<file path="src/rtl/vga_scan_controller.sv">
// VGA 640x480@60 scan controller: pixel-rate divider, scan counters, sync/blank
// generation and a registered RGB pin stage. Define VGA_TEST_PATTERN_EN for colour bars.
module vga_scan_controller #(
    parameter int CLK_DIV  = 4,
    parameter int H_ACTIVE = 640,
    parameter int H_FP     = 16,
    parameter int H_SYNC   = 96,
    parameter int H_BP     = 48,
    parameter int V_ACTIVE = 480,
    parameter int V_FP     = 10,
    parameter int V_SYNC   = 2,
    parameter int V_BP     = 33
) (
    input  logic       clk_100mhz,
    input  logic       rst,
    input  logic [3:0] red_in,
    input  logic [3:0] green_in,
    input  logic [3:0] blue_in,
    output logic [9:0] pix_x,
    output logic [9:0] pix_y,
    output logic       pix_valid,
    output logic       pix_tick,
    output logic       frame_start,
    output logic       hsync,
    output logic       vsync,
    output logic [3:0] vga_red,
    output logic [3:0] vga_green,
    output logic [3:0] vga_blue
);

    localparam int H_TOTAL = H_ACTIVE + H_FP + H_SYNC + H_BP;
    localparam int V_TOTAL = V_ACTIVE + V_FP + V_SYNC + V_BP;
    localparam int DIV_W   = (CLK_DIV > 1) ? $clog2(CLK_DIV) : 1;

    localparam logic [DIV_W-1:0] DIV_LAST = DIV_W'(CLK_DIV - 1);
    localparam logic [9:0] H_LAST   = 10'(H_TOTAL - 1);
    localparam logic [9:0] V_LAST   = 10'(V_TOTAL - 1);
    localparam logic [9:0] H_VIS    = 10'(H_ACTIVE);
    localparam logic [9:0] V_VIS    = 10'(V_ACTIVE);
    localparam logic [9:0] HS_START = 10'(H_ACTIVE + H_FP);
    localparam logic [9:0] HS_END   = 10'(H_ACTIVE + H_FP + H_SYNC);
    localparam logic [9:0] VS_START = 10'(V_ACTIVE + V_FP);
    localparam logic [9:0] VS_END   = 10'(V_ACTIVE + V_FP + V_SYNC);

    logic [DIV_W-1:0] div_q, div_d;
    logic [9:0]       h_q, h_d;
    logic [9:0]       v_q, v_d;
    logic [3:0]       red_q, green_q, blue_q;
    logic             hsync_q, vsync_q;

    logic             tick;
    logic             h_last;
    logic             v_last;
    logic             active;
    logic             hsync_d;
    logic             vsync_d;
    logic [3:0]       red_src, green_src, blue_src;

    assign tick   = (div_q == DIV_LAST);
    assign h_last = (h_q == H_LAST);
    assign v_last = (v_q == V_LAST);
    assign active = (h_q < H_VIS) && (v_q < V_VIS);

    // Sync levels are computed from the pre-advance counters so they land on the
    // pins in the same pixel period as that coordinate's colour.
    assign hsync_d = !((h_q >= HS_START) && (h_q < HS_END));
    assign vsync_d = !((v_q >= VS_START) && (v_q < VS_END));

`ifdef VGA_TEST_PATTERN_EN
    localparam logic [9:0] BAR_W = 10'(H_ACTIVE / 8);

    logic [9:0] bar_idx;
    logic       unused_colour_in;

    assign bar_idx          = h_q / BAR_W;
    assign red_src          = {4{bar_idx[0]}};
    assign green_src        = {4{bar_idx[1]}};
    assign blue_src         = {4{bar_idx[2]}};
    assign unused_colour_in = ^{red_in, green_in, blue_in, bar_idx[9:3]};
`else
    assign red_src   = red_in;
    assign green_src = green_in;
    assign blue_src  = blue_in;
`endif

    // NOTE: every variable gets a default at the top of always_comb so no path
    // leaves it unassigned; a missing default here would infer a latch.
    always_comb begin
        div_d = div_q + DIV_W'(1);
        h_d   = h_q;
        v_d   = v_q;
        if (tick) begin
            div_d = '0;
            if (h_last) begin
                h_d = '0;
                v_d = v_last ? 10'd0 : v_q + 10'd1;
            end else begin
                h_d = h_q + 10'd1;
            end
        end
    end

    // NOTE: sequential state uses non-blocking assignments only, so every register
    // samples the pre-edge values regardless of statement order.
    always_ff @(posedge clk_100mhz) begin
        if (rst) begin
            div_q   <= '0;
            h_q     <= '0;
            v_q     <= '0;
            red_q   <= '0;
            green_q <= '0;
            blue_q  <= '0;
            hsync_q <= 1'b1;
            vsync_q <= 1'b1;
        end else begin
            div_q <= div_d;
            h_q   <= h_d;
            v_q   <= v_d;
            if (tick) begin
                red_q   <= active ? red_src   : 4'h0;
                green_q <= active ? green_src : 4'h0;
                blue_q  <= active ? blue_src  : 4'h0;
                hsync_q <= hsync_d;
                vsync_q <= vsync_d;
            end
        end
    end

    assign pix_x       = h_q;
    assign pix_y       = v_q;
    assign pix_valid   = active;
    assign pix_tick    = tick;
    assign frame_start = tick && h_last && v_last;
    assign hsync       = hsync_q;
    assign vsync       = vsync_q;
    assign vga_red     = red_q;
    assign vga_green   = green_q;
    assign vga_blue    = blue_q;

endmodule

</file>
<file path="config.mk">
export PLATFORM = sky130hd
export DESIGN_NAME = vga_scan_controller
export DESIGN_NICKNAME = d
export VERILOG_FILES = /design/src/rtl/vga_scan_controller.sv
export SDC_FILE = /design/constraint.sdc
export NUM_CORES = 1
export LEC_CHECK = 0
export CAP_MARGIN = 10
export CORE_MARGIN = 2
export CORE_UTILIZATION = 48
export CTS_BUF_LIST = sky130_fd_sc_hd__clkbuf_4 sky130_fd_sc_hd__clkbuf_8
export DETAILED_ROUTE_END_ITERATION = 8
export PLACE_DENSITY = 0.83
export REMOVE_ABC_BUFFERS = 1
export SYNTH_ARGS = -nofsm -noshare
export SYNTH_HDL_FRONTEND = slang
export SYNTH_SLANG_ARGS = --single-unit
</file>
<file path="constraint.sdc">
create_clock -name clk_100mhz -period 2.2 [get_ports clk_100mhz]
set_input_delay 0.22 -clock clk_100mhz [delete_from_list [all_inputs] [get_ports clk_100mhz]]
set_output_delay 0.22 -clock clk_100mhz [all_outputs]
set_load 0.02 [all_outputs]
</file>
==> results of run 1 <==
[kinds of logic after synthesis]
kind of cell / after synthesis / share of synthesized area
AO/OA/AOI/OAI: 23 / 0.1079
XOR/XNOR: 14 / 0.07556
adder cells (fa/ha/maj): 5 / 0.03855
buffers and inverters: 15 / 0.04394
flip-flops: 36 / 0.4441
multiplexers: 3 / 0.01928
AND/OR/NAND/NOR: 66 / 0.2706
[power by group through the flow]
stage / combinational (mW) / clock (mW) / sequential, mW
after floorplan: 0.0298 / 0 / 0.702
after global placement: 0.105 / 0 / 0.688
after detailed placement: 0.108 / 0 / 0.689
after CTS: 0.109 / 0.351 / 0.675
after global routing: 0.117 / 0.388 / 0.677
final: 0.108 / 0.341 / 0.675
[critical path, stage by stage (launching register included)]
cell,delay [ps]
dfxtp_1,470
nand4_1,240
and3_1,250
clkdlybuf4s50_1,550
[final timing paths]
check | from | endpoint | slack (ps)
max | pix_y[6]$_SDFFE_PP0P_ | pix_valid | 130
min | div_q[0]$_SDFF_PP0_ | div_q[0]$_SDFF_PP0_ | 440
max reg2reg | pix_x[1]$_SDFFE_PP0P_ | pix_y[9]$_SDFFE_PP0P_ | 160
min reg2reg | div_q[0]$_SDFF_PP0_ | div_q[0]$_SDFF_PP0_ | 440
[routing by layer]
layer,up-vias,routed length [µm],global-route usage,share of wire
li1,695,-,-,-
met1,680,1764,0.2712,0.43
met2,66,1938,0.3845,0.47
met3,5,317,0.07609,0.078
met4,0,61,0.09444,0.015
met5,-,0,0,0
[metrics by stage]
stage | cell area, µm² | std cells | power (mW) | TNS, ps | setup slack, ps
6_report | 2243 | 263 | 1.124 | 0 | 127.5
5_1_grt | 2243 | 263 | 1.182 | 0 | 0.9699
4_1_cts | 2245 | 263 | 1.136 | 0 | 8.660
3_5_place_dp | 2185 | 256 | 0.7976 | 0 | 72.36
3_3_place_gp | 2185 | 256 | 0.7935 | 0 | 158.5
2_1_floorplan | 1574 | 153 | 0.7322 | -163.4 | -163.4
[cell type report]
class / instances / area (µm²)
Sequential cell: 36 / 723.2
Timing Repair Buffer: 57 / 548.0
Tap cell: 46 / 57.56
Fill cell: 288 / 1041
Clock buffer: 6 / 45.04
Clock inverter: 1 / 5.005
Inverter: 6 / 22.52
Multi-Input combinational cell: 111 / 842.1
[cell usage after synthesis]
cell type,instances
a2111oi_1,1
a21oi_1,4
a22o_1,12
a31o_2,1
a31oi_1,2
and2_1,1
and2b_2,1
and3_1,2
and3_2,1
and3b_1,1
and4_1,3
buf_2,2
buf_4,1
buf_6,1
clkbuf_1,4
clkbuf_2,1
dfxtp_1,36
ha_1,5
inv_1,6
mux2_2,1
mux2i_1,2
nand2_1,2
nand2b_1,1
nand3_1,7
nand3b_1,1
nand4_1,3
nand4_2,1
nand4b_1,1
nand4b_4,1
nand4bb_1,1
nor2_1,15
nor3_1,11
nor3_4,1
nor4_1,6
nor4_4,2
nor4bb_1,1
o21ai_0,2
o311ai_0,1
or2_2,2
or3_2,1
xnor2_1,9
xor2_1,5
[sequential cells by signal, summed over array words and instances (netlist names)]
| signal | cells |
|---|---|
| pix_x | 10 |
| vga_green | 4 |
| hsync | 1 |
| vga_red | 4 |
| div_q | 2 |
| vga_blue | 4 |
| pix_y | 10 |
| vsync | 1 |
==> flow_summary.yaml, run 1 <==
clocking:
  cts.clk_slew.worst_paths_ps: 110
  cts_resized: 3
  cts_setup_buffers: 0
  clock_path_buffers: 2
  tritoncts: "yes"
  clk_latency_ps: 340
  cts.sinks: 36
  root_buffer: "clkbuf_4"
  hold_buffers: 0
  htreeDepth: 2
  numCtsBuffers: 5
worst_setup_path:
  critPathLaunchType: "flop"
  crit_type: "flop to output port"
  required_ps: 1980
  cp-end-kind: "output port"
  cp.arrival_ps: 1850
  rr_worst_depth: 5
  cp_max_fo: 7
logic_synthesis:
  synth.avg_cell_area_um2: 10.02
  syn_area_um2: 1623
  synth.largest_area_cell: "dfxtp_1"
  netlist-cell-type-count: 42
  seq_area_frac_synth: 0.4441
  synth_top_area_share: 0.4441
  synth-seq-cells: 36
  yosysWarnings: 0
  synth_cells: 162
  synth_area_leaders: "dfxtp_1 44%, a22o_1 6.5%, xnor2_1 4.9%, ha_1 3.9%, nor2_1 3.5%"
pwr:
  cellLeakagePower_nw: 0.8278
  intPower_mw: 0.8549
  swShare: 0.2393
  irDropWorstVdd_uv: 374.4
  seqPwrFrac: 0.600
  power_density_nw_per_um2: 500.9
  p_clk_frac: 0.303
  p_sw_mw: 0.2689
  pwr-share-comb: 0.096
run:
  max-cap-violations: 0
die:
  core_um2: 3284
  die_h_um: 62.15
  rows: 21
  die_area_um2: 3862
  die_w_um: 62.15
  io_pins: 51
  start_util: 0.4941
run_status:
  status: "completed"
hold_path:
  hp-class: "flop to flop"
  holdPathStages: 1
final_layout:
  finalNetCount: 236
  final_util: 0.6830
  layout_commonest_cell: "clkdlybuf4s50_1"
  drive_gt1_frac: 0.1382
  diodes: 0
  most-common-layout-cells: "49 x clkdlybuf4s50_1, 34 x dfxtp_1, 15 x nor2_1"
  synthToLayoutAreaGrowth_pct: 38.24
global_route:
  grt_pass1_wl_um: 6989
  grt_start_max_net_pins: 18
  grtUsageTotal: 0.2298
  grt.overflow.total: 0
  antenna_found_initial: 0
  grt_pass1_vias: 1427
route:
  wl_um: 4082
  drtIter0Drc: 53
  postRouteAntennaNets: 0
  routedWlPerCell_um: 15.52
  via_per_inst: 5.498
  vias: 1446
  route.detailed.drc: 0
  first_pass_iters: 4
timing:
  skew_ps: 10.42
  rsz0062_at_grt: "no"
  finalHoldViolCount: 0
  drv_slew: 0
  worst_slew_pin_slew_ps: 762.4
  finalSetupViolCount: 0
  max_freq_mhz: 482.5
  whs_ps: 435.9
  min_period_ps: 2073
  timing.final.crit_share: 0.9420
  maxSlewHeadroom: 0.4899
placed_design:
  dp_hpwl_um: 2971
  port_buffers: 50
  gp_congestion: 0.8469
No activity file was read; power rests on OpenSTA's default activity.
==> run 2: changes to the inputs <==
--- a/config.mk
+++ b/config.mk
@@ -6,10 +6,11 @@
 export NUM_CORES = 1
 export LEC_CHECK = 0
 export CAP_MARGIN = 10
-export CORE_MARGIN = 2
+export CORE_MARGIN = 8
 export CORE_UTILIZATION = 48
 export CTS_BUF_LIST = sky130_fd_sc_hd__clkbuf_4 sky130_fd_sc_hd__clkbuf_8
 export DETAILED_ROUTE_END_ITERATION = 8
+export HOLD_SLACK_MARGIN = 0.15
 export PLACE_DENSITY = 0.83
 export REMOVE_ABC_BUFFERS = 1
 export SYNTH_ARGS = -nofsm -noshare
==> run 2 against run 1 <==
Compared with the run above: fmax decreased by 0.74%; clock skew shrank 5.4 ps; combinational power hardly changed; critical path type unchanged; critical path depth is 2 higher; non-clock buffer count grew 2; clock power up 7.3%; core utilization up 1.0 points; flip-flop and latch count is the same; sequential share of layout area is 0.42 points lower; wire length rose by 3.3%; power is 2.1% higher.
==> flow_summary.yaml, run 2 (same netlist as run 1, synthesis figures left out) <==
timing:
  min_period_ps: 2088
  whs_ps: 435.2
  max_freq_mhz: 478.9
  maxSlewHeadroom: 0.4564
  skew_ps: 5.061
  finalSetupViolCount: 0
  worst_slew_pin_slew_ps: 812.3
  rsz0062_at_grt: "no"
  finalHoldViolCount: 0
  finalWorstSetupSlack_ps: 112.0
  timing.final.crit_share: 0.9491
  drv_slew: 0
worst_setup_path:
  rr_worst_depth: 6
  cp.arrival_ps: 1870
  startpoint: "pix_x[0]$_SDFFE_PP0P_"
  rr_endpoint: "pix_y[9]$_SDFFE_PP0P_"
  cp-end-kind: "output port"
  cp_max_fo: 5
  required_ps: 1980
  crit_type: "flop to output port"
  crit_path_end: "frame_start"
  rrSetupSlack_ps: 150
  reg2reg_from: "pix_x[0]$_SDFFE_PP0P_"
  critPathLaunchType: "flop"
placed_design:
  port_buffers: 50
  dp_hpwl_um: 3126
  place_ws_ps: 51.37
  gp_congestion: 0.8767
  dp_cells: 258
  placed_area_um2: 2200
die:
  die_w_um: 74.15
  die_area_um2: 5497
  start_util: 0.4941
  core_um2: 3284
  die_h_um: 74.15
  io_pins: 51
  rows: 21
final_layout:
  most-common-layout-cells: "49 x clkdlybuf4s50_1, 33 x dfxtp_1, 15 x nor2_1"
  fill_cells: 253
  finalNetCount: 238
  diodes: 0
  layout_commonest_cell: "clkdlybuf4s50_1"
  design_area_um2: 2277
  drive_gt1_frac: 0.1591
  synthToLayoutAreaGrowth_pct: 40.32
  final_cells: 266
pwr:
  seqPwrFrac: 0.589
  cellLeakagePower_nw: 0.8407
  swShare: 0.2371
  p_clk_frac: 0.319
  pwr-share-comb: 0.092
  irDropWorstVdd_uv: 285.9
  finalPower_mw: 1.147
  p_sw_mw: 0.2719
  power_density_nw_per_um2: 503.7
  intPower_mw: 0.8750
global_route:
  top_usage_layer: "met2"
  grt_start_max_net_pins: 18
  use_met3: 0.07143
  grt_pass1_wl_um: 6844
  antenna_found_initial: 0
  grtUsageTotal: 0.1622
  grt.overflow.total: 0
  grt_pass1_vias: 1407
  use_met1: 0.1896
  use_met2: 0.2549
route:
  first_pass_iters: 4
  routedWlPerCell_um: 15.86
  drtIter0Drc: 57
  wl_um: 4218
  vias: 1447
  via_per_inst: 5.440
  route.detailed.drc: 0
  postRouteAntennaNets: 0
clocking:
  htreeDepth: 2
  cts_resized: 1
  root_buffer: "clkbuf_4"
  clock_path_buffers: 2
  hold_buffers: 0
  tritoncts: "yes"
  cts_setup_buffers: 0
  cts.clk_slew.worst_paths_ps: 100
  clk_latency_ps: 340
  numCtsBuffers: 5
  cts.sinks: 36
run:
  max-cap-violations: 0
hold_path:
  min_from: "div_q[0]$_SDFF_PP0_"
  hp-class: "flop to flop"
run_status:
  status: "completed"
## run 2: cell type report
type	count	area, µm²	share of cell area
multi-input combinational	111	843.3	0.3703
sequential	36	724.4	0.3181
timing repair buffer	59	568.0	0.2495
tap	46	57.56	0.02527
clock buffer	6	51.30	0.02253
inverter	6	22.52	0.009890
clock inverter	2	10.01	0.004396
## run 2: worst min-delay path by stage
| stage | to | depth (start not counted) | slack, ps |
|---|---|---|---|
| 6_report | div_q[0]$_SDFF_PP0_ | 1 | 440 |
| 5_1_grt | vga_red[1]$_SDFFE_PP0P_ | 2 | 460 |
| 4_1_cts | div_q[0]$_SDFF_PP0_ | 1 | 440 |
| 3_5_place_dp | div_q[0]$_SDFF_PP0_ | 1 | 420 |
| 3_3_place_gp | div_q[0]$_SDFF_PP0_ | 1 | 410 |
| 2_1_floorplan | pix_x[1]$_SDFFE_PP0P_ | 1 | 290 |
## run 2: power by group through the flow
stage                     Combinational (mW)  Sequential [mW]  Clock [mW]
final                                  0.105            0.676       0.366
after global routing                   0.115            0.678       0.414
after CTS                              0.106            0.675       0.380
after detailed placement               0.106            0.690           0
after global placement                 0.103            0.689           0
after floorplan                       0.0298            0.702           0
## run 2: metrics by stage
step	setup TNS [ps]	utilization
6_report	0	0.6933
5_1_grt	0	0.6933
4_1_cts	0	0.6880
3_5_place_dp	0	0.6697
3_3_place_gp	0	0.6697
2_1_floorplan	-163.4	-
## run 2: critical path, cell delays in order, from the launching register on
cell and delay [ps]:
dfxtp_2 390, ha_2 220, nand4_2 160, nor3_4 220
and3_2 230, clkdlybuf4s15_1 310
## run 2: metal layers
layer | routed length [µm] | part of all wire | vias up
li1 | - | - | 704
met1 | 1910 | 0.45 | 673
met2 | 1889 | 0.45 | 65
met3 | 379 | 0.090 | 5
met4 | 38 | 0.0090 | 0
met5 | 0 | 0 | -
